### config.mk
export PLATFORM = sky130hd
export DESIGN_NAME = dp_result_writer
export DESIGN_NICKNAME = d
export VERILOG_FILES = /design/src/rtl/dp_axi_pkg.sv /design/src/rtl/dp_wr_channel.sv /design/src/rtl/dp_result_writer.sv
export SDC_FILE = /design/constraint.sdc
export NUM_CORES = 1
export LEC_CHECK = 0
export BUFFER_PORTS_ARGS = -buffer_cell sky130_fd_sc_hd__buf_2
export CAP_MARGIN = 20
export CORE_MARGIN = 2
export CORE_UTILIZATION = 49
export CTS_CLUSTER_DIAMETER = 200
export DETAILED_ROUTE_END_ITERATION = 8
export PLACE_DENSITY = 0.71
export SLEW_MARGIN = 20
export SYNTH_ARGS = -nofsm -noshare
export SYNTH_HDL_FRONTEND = slang
export SYNTH_SLANG_ARGS = --single-unit
### constraint.sdc
create_clock -name ACLK -period 5.9 [get_ports ACLK]
set_input_delay 1.18 -clock ACLK [delete_from_list [all_inputs] [get_ports ACLK]]
set_output_delay 1.18 -clock ACLK [all_outputs]
set_load 0.01 [all_outputs]
### src/rtl/dp_axi_pkg.sv
// -----------------------------------------------------------------------------
// dp_axi_pkg
// Shared definitions for the dot-product result writer: writer FSM state
// encoding, the number of bytes per result, the default per-phase timeout and
// a helper that picks one little-endian byte out of a 32-bit result.
// No ports (package).
// -----------------------------------------------------------------------------
package dp_axi_pkg;

    // Writer FSM states. IDLE is encoded as zero so a cleared state register
    // and a cleared debug output read the same.
    typedef enum logic [1:0] {
        ST_IDLE = 2'd0,
        ST_SEND = 2'd1,
        ST_RESP = 2'd2
    } wr_state_t;

    localparam int BYTES_PER_RESULT    = 4;
    localparam int IDX_W               = 2;
    localparam int TIMEOUT_CYC_DEFAULT = 256;

    // Byte idx of a 32-bit result, byte 0 being bits [7:0] (little-endian).
    function automatic logic [7:0] result_byte(input logic [31:0]      res,
                                               input logic [IDX_W-1:0] idx);
        return res[{idx, 3'b000} +: 8];
    endfunction

endpackage

### src/rtl/dp_wr_channel.sv
// -----------------------------------------------------------------------------
// dp_wr_channel
// Issues one single-byte write on the AW and W channels. Both valids rise
// together on start; each channel completes on its own handshake and its
// valid drops the cycle after. both_done tells the owner that both
// handshakes have happened (possibly this very cycle).
//
// Handshake rule (all channels): a transfer happens on a rising clock edge
// where VALID and READY are both 1. Once VALID is raised it stays high, with
// its payload unchanged, until that edge; READY may toggle freely.
//
// Ports:
//   clk, rst          clock, synchronous active-high reset
//   start             load start_addr/start_data and raise both valids
//   abort             drop both valids immediately (timeout abort)
//   start_addr/data   address and byte for the next write
//   awaddr/awvalid/awready   AW channel
//   wdata/wvalid/wready      W channel
//   both_done         AW and W handshakes are both complete
// -----------------------------------------------------------------------------
module dp_wr_channel #(
    parameter int ADDR_W = 32
) (
    input  logic              clk,
    input  logic              rst,
    input  logic              start,
    input  logic              abort,
    input  logic [ADDR_W-1:0] start_addr,
    input  logic [7:0]        start_data,
    output logic [ADDR_W-1:0] awaddr,
    output logic              awvalid,
    input  logic              awready,
    output logic [7:0]        wdata,
    output logic              wvalid,
    input  logic              wready,
    output logic              both_done
);

    logic aw_done_q;
    logic w_done_q;
    logic aw_hs;
    logic w_hs;

    assign aw_hs = awvalid & awready;
    assign w_hs  = wvalid & wready;

    // Either channel may have finished in an earlier cycle or finish now.
    assign both_done = (aw_done_q | aw_hs) & (w_done_q | w_hs);

    always_ff @(posedge clk) begin
        if (rst) begin
            awaddr    <= '0;
            awvalid   <= 1'b0;
            wdata     <= '0;
            wvalid    <= 1'b0;
            aw_done_q <= 1'b0;
            w_done_q  <= 1'b0;
        end else if (abort) begin
            awvalid   <= 1'b0;
            wvalid    <= 1'b0;
            aw_done_q <= 1'b0;
            w_done_q  <= 1'b0;
        end else if (start) begin
            awaddr    <= start_addr;
            wdata     <= start_data;
            awvalid   <= 1'b1;
            wvalid    <= 1'b1;
            aw_done_q <= 1'b0;
            w_done_q  <= 1'b0;
        end else begin
            if (aw_hs) begin
                awvalid   <= 1'b0;
                aw_done_q <= 1'b1;
            end
            if (w_hs) begin
                wvalid   <= 1'b0;
                w_done_q <= 1'b1;
            end
        end
    end

endmodule

### src/rtl/dp_result_writer.sv
// -----------------------------------------------------------------------------
// dp_result_writer
// Captures a 32-bit dot-product result and destination address on DP_DONE
// and writes it to byte-wide memory as four single-byte AW/W/B transactions,
// byte 0 (bits [7:0]) at DST_ADDR, byte n at DST_ADDR+n (address wraps).
//
// Handshake rule (all channels): a transfer happens on a rising clock edge
// where VALID and READY are both 1. Once VALID is raised it stays high, with
// its payload unchanged, until that edge; READY may toggle freely.
//
// Ports:
//   ACLK, ARESET      clock, synchronous active-high reset
//   DP_RESULT/DP_DONE/DST_ADDR   result, strobe and byte-0 address
//   CLR_FLAGS         clears OVERRUN and ERR (a same-cycle set wins)
//   MEM_AW*/MEM_W*/MEM_B*        memory write channels
//   WR_BUSY           any state other than IDLE
//   WR_DONE           one-cycle pulse after the 4th write response
//   OVERRUN           sticky: DP_DONE arrived while busy, result dropped
//   ERR               sticky: a phase timed out and the write was aborted
//   dbg_state         current FSM state
// -----------------------------------------------------------------------------
module dp_result_writer
    import dp_axi_pkg::*;
#(
    parameter int ADDR_W      = 32,
    parameter int TIMEOUT_CYC = TIMEOUT_CYC_DEFAULT
) (
    input  logic              ACLK,
    input  logic              ARESET,
    input  logic [31:0]       DP_RESULT,
    input  logic              DP_DONE,
    input  logic [ADDR_W-1:0] DST_ADDR,
    input  logic              CLR_FLAGS,
    output logic [ADDR_W-1:0] MEM_AWADDR,
    output logic              MEM_AWVALID,
    input  logic              MEM_AWREADY,
    output logic [7:0]        MEM_WDATA,
    output logic              MEM_WVALID,
    input  logic              MEM_WREADY,
    input  logic              MEM_BVALID,
    output logic              MEM_BREADY,
    output logic              WR_BUSY,
    output logic              WR_DONE,
    output logic              OVERRUN,
    output logic              ERR,
    output wr_state_t         dbg_state
);

    localparam int CNT_W = $clog2(TIMEOUT_CYC) + 1;
    localparam logic [IDX_W-1:0] IDX_LAST  = IDX_W'(BYTES_PER_RESULT - 1);
    localparam logic [CNT_W-1:0] CNT_LIMIT = CNT_W'(TIMEOUT_CYC - 1);

    wr_state_t         state_q;
    logic [IDX_W-1:0]  idx_q;
    logic [31:0]       res_q;
    logic [ADDR_W-1:0] base_q;
    logic [CNT_W-1:0]  cnt_q;
    logic              bready_q;
    logic              wr_done_q;
    logic              overrun_q;
    logic              err_q;

    logic              both_done;
    logic              accept;
    logic              b_hs;
    logic              last_byte;
    logic              phase_expired;
    logic              abort;
    logic              start;
    logic [31:0]       start_res;
    logic [ADDR_W-1:0] start_base;
    logic [IDX_W-1:0]  start_idx;
    logic [ADDR_W-1:0] start_addr;
    logic [7:0]        start_data;

    always_comb begin
        accept        = (state_q == ST_IDLE) && DP_DONE;
        b_hs          = (state_q == ST_RESP) && MEM_BVALID && bready_q;
        last_byte     = (idx_q == IDX_LAST);
        // cnt_q counts cycles already spent in this phase; the phase may use
        // TIMEOUT_CYC cycles and is aborted at the end of the last one unless
        // it made progress in that cycle.
        phase_expired = (cnt_q == CNT_LIMIT);
        abort         = phase_expired &&
                        (((state_q == ST_SEND) && !both_done) ||
                         ((state_q == ST_RESP) && !b_hs));
        start         = accept || (b_hs && !last_byte);

        // On capture the registers are not loaded yet, so the first byte is
        // taken straight from the inputs.
        start_res     = accept ? DP_RESULT : res_q;
        start_base    = accept ? DST_ADDR : base_q;
        start_idx     = accept ? '0 : idx_q + IDX_W'(1);
        start_addr    = start_base + ADDR_W'(start_idx);
        start_data    = result_byte(start_res, start_idx);
    end

    dp_wr_channel #(
        .ADDR_W (ADDR_W)
    ) u_channel (
        .clk        (ACLK),
        .rst        (ARESET),
        .start      (start),
        .abort      (abort),
        .start_addr (start_addr),
        .start_data (start_data),
        .awaddr     (MEM_AWADDR),
        .awvalid    (MEM_AWVALID),
        .awready    (MEM_AWREADY),
        .wdata      (MEM_WDATA),
        .wvalid     (MEM_WVALID),
        .wready     (MEM_WREADY),
        .both_done  (both_done)
    );

    always_ff @(posedge ACLK) begin
        if (ARESET) begin
            state_q   <= ST_IDLE;
            idx_q     <= '0;
            res_q     <= '0;
            base_q    <= '0;
            cnt_q     <= '0;
            bready_q  <= 1'b0;
            wr_done_q <= 1'b0;
            overrun_q <= 1'b0;
            err_q     <= 1'b0;
        end else begin
            wr_done_q <= 1'b0;
            cnt_q     <= (state_q == ST_IDLE) ? '0 : cnt_q + CNT_W'(1);

            case (state_q)
                ST_IDLE: begin
                    if (accept) begin
                        res_q   <= DP_RESULT;
                        base_q  <= DST_ADDR;
                        idx_q   <= '0;
                        cnt_q   <= '0;
                        state_q <= ST_SEND;
                    end
                end
                ST_SEND: begin
                    if (both_done) begin
                        bready_q <= 1'b1;
                        cnt_q    <= '0;
                        state_q  <= ST_RESP;
                    end else if (phase_expired) begin
                        cnt_q   <= '0;
                        state_q <= ST_IDLE;
                    end
                end
                ST_RESP: begin
                    if (b_hs) begin
                        bready_q <= 1'b0;
                        cnt_q    <= '0;
                        if (last_byte) begin
                            wr_done_q <= 1'b1;
                            state_q   <= ST_IDLE;
                        end else begin
                            idx_q   <= idx_q + IDX_W'(1);
                            state_q <= ST_SEND;
                        end
                    end else if (phase_expired) begin
                        bready_q <= 1'b0;
                        cnt_q    <= '0;
                        state_q  <= ST_IDLE;
                    end
                end
                default: begin
                    bready_q <= 1'b0;
                    cnt_q    <= '0;
                    state_q  <= ST_IDLE;
                end
            endcase

            // Any DP_DONE outside IDLE is dropped, including the cycle the
            // FSM is returning to IDLE. Set has priority over clear.
            if (DP_DONE && (state_q != ST_IDLE)) begin
                overrun_q <= 1'b1;
            end else if (CLR_FLAGS) begin
                overrun_q <= 1'b0;
            end

            if (abort) begin
                err_q <= 1'b1;
            end else if (CLR_FLAGS) begin
                err_q <= 1'b0;
            end
        end
    end

    assign MEM_BREADY = bready_q;
    assign WR_BUSY    = (state_q != ST_IDLE);
    assign WR_DONE    = wr_done_q;
    assign OVERRUN    = overrun_q;
    assign ERR        = err_q;
    assign dbg_state  = state_q;

endmodule

==> run metrics <==
outcome=finished clean; Hold Crit Endpoint=res_q[14]; CP Launch Type=input port; reg2reg path depth=9; critical path data required time=6260 ps; Tightest Pin Transition=1026 ps; CP endpoint kind=flip-flop; Sum Neg Setup Slack=0 ps; CTS H-tree depth=4; Final Critical Period=4324 ps; Net Count, Synth=798; P_leak=0.002897 uW; wire per inst=17.02 microns; combinational fraction of design power=0.114; DP Wirelength=11070 microns; FF-to-FF End=u_channel.awaddr[20]; Syn Std Cell Area=5988 sq um; Synth top area share=0.4179; Max FO, Critical Path=24; Synthesis Warnings=0; DRC=0; Max VDD drop=191.0 uV; Flop pwr share=0.414; antenna viol nets, final=0; postcts setup bufs=0; Starting DRT DRC Count=507; pre-CTS worst setup slack=1172 ps; share of flip-flops with an asynchronous set or reset=0; ANT cells=0; CTS tree=yes; Synth area leaders=dfxtp_1 (42%), nand2_1 (7.0%), mux2i_1 (5.7%); DIE WIDTH=114.6 microns; Resize count post-CTS=0; clock root buffer=clkbuf_16; first-pass GRT wire length=26740 microns; row cnt=40; antenna violations before repair=0; Worst Skew=6.665 ps; most common cell in the synthesized netlist=dfxtp_1; period utilization=0.7328; Max Slew Vio Count=0; router iterations before antenna repair=7; Synth top cells by count=dfxtp_1 (125), nand2_1 (112), nand3_1 (57); GRT overflow=0; drt total wl=16610 microns; # port buffers=119; clk buf depth=2; die area=13120 sq um; Clock transition at path regs=50 ps; Initial Utilization=0.5006; P_sw=570.6 uW; CTS buffer count=17; hold path cells=2; FF-to-FF Start=idx_q[0]; beginning of the worst hold path=res_q[14]; FF-to-FF setup slack=1810 ps; flops & latches, synth=125; worst rel slew slack=0.3154; Max-cap violations=0; RePlAce Congestion=0.8922; hold buffers post-CTS=0; via count=5938; final core occ=0.6046; Final WS setup=1576 ps; final setup vio count=0; layout cells sized above 1=0.2123; vias per cell=6.084; largest net degree at the start of global routing=77; RSZ-0062 raised after global routing=no; internal power=1662 uW; Synth cell types=55; FMAX=231.3 MHz; Clk pwr share=0.473; Mapped Cells=721; worst skew pair latency=430 ps; critical path type=in2reg; core area=11960 sq um; sequential element share of the synthesized area=0.4179; GRT Util Overall=0.2572; PD cells=308.7 nW/um^2; syn_area_per_cell=8.305 sq um; cell taking the most area after synthesis=dfxtp_1; Final #Nets=893; CTS Sinks=125; Worst Hold Class=reg2reg; switching part of the total power=0.2556; Power, Total=2232 uW; fin cells=976; endpoints failing hold=0; CP arrival=4690 ps; Placed Instances=944; Post-synth EDFFs=0; num ports=120; Area Overhead vs Synth=20.77%; vias in the first global route=5529; Primary FF master, synth=dfxtp_1; die height=114.6 microns
==> state kept, by name, summed over array words and instances, names as in the netlist, 2 cells and up <==
register	flops
base_q	32
u_channel.wdata	8
idx_q	2
res_q	32
u_channel.awaddr	32
dbg_state	2
cnt_q	9
==> kinds of logic (layout without fill, tap and decap cells) <==
group / count (synthesis) / count (layout) / share of synthesized area
compound gates: 138 / 138 / 0.1440
fa+ha+maj: 6 / 6 / 0.01379
buf+inv: 57 / 165 / 0.03886
xor+xnor: 10 / 10 / 0.01463
simple gates: 338 / 338 / 0.2745
mux: 47 / 47 / 0.09632
flops: 125 / 125 / 0.4179
==> power by group through the flow <==
stage	clock network (uW)	registers, uW	logic [uW]
2_1_floorplan	0	941	153
3_3_place_gp	0	939	243
3_5_place_dp	0	940	249
4_1_cts	1070	923	252
5_1_grt	1100	929	279
6_report	1060	924	254
==> through the flow <==
stage / instance area [sq um] / hold slack [ps]
global route: 7232 / 474.5
detailed placement: 6638 / 441.9
floorplan: 5988 / 426.1
global placement: 6638 / 438.7
CTS: 7232 / 452.3
finish: 7232 / 452.7
==> worst max-delay path, stage by stage <==
cell      delay [ps]
buf_2            140
nor3b_2          210
buf_4            340
nand2_1          120
nand2_1           70
ha_1             170
inv_1             60
fa_1             500
nand2b_1         200
nor4_1           470
o22ai_1          490
or4_1            620
nand3_1           90
==> worst max-delay path by stage <==
stage,startpoint,to,slack (ps),cells after the start
floorplan,DP_DONE,u_channel.awaddr[29],580,13
global placement,DP_DONE,u_channel.awaddr[20],1260,13
detailed placement,DP_DONE,u_channel.awaddr[20],1170,13
CTS,DP_DONE,u_channel.awaddr[20],1620,13
global route,DP_DONE,u_channel.awaddr[20],1280,13
finish,DP_DONE,u_channel.awaddr[20],1580,13
==> layer usage <==
layer / vias up / part of all wire / global-route usage
li1: 2828 / - / -
met1: 2862 / 0.45 / 0.3437
met2: 227 / 0.47 / 0.4071
met3: 21 / 0.076 / 0.06353
met4: 0 / 0.012 / 0.08780
met5: - / 0 / 0
==> final cells by class <==
type                            instances  area [sq um]
Clock buffer                           22         454.2
Clock inverter                         10         140.1
Fill cell                            1048          4730
Inverter                                6         22.52
Multi-Input combinational cell        539          3271
Sequential cell                       125          2502
Tap cell                              147         183.9
Timing Repair Buffer                  127         658.1
==> cell usage in the layout (no fill, tap or decap), types with 9 or more instances in the layout <==
cell / netlist / layout
clkbuf_16: 0 / 17
a21oi_1: 52 / 51
buf_4: 0 / 9
nand2_1: 112 / 112
mux2i_1: 34 / 34
nor3_1: 26 / 26
and3_1: 14 / 14
nand3_1: 57 / 57
nand4_1: 19 / 19
buf_2: 9 / 118
dfxtp_1: 125 / 125
nor2_1: 54 / 54
o21ai_0: 25 / 25
nor4_1: 12 / 12
a31oi_1: 9 / 9
or3_1: 10 / 10
Note: power is estimated with default switching activity, not from simulation.
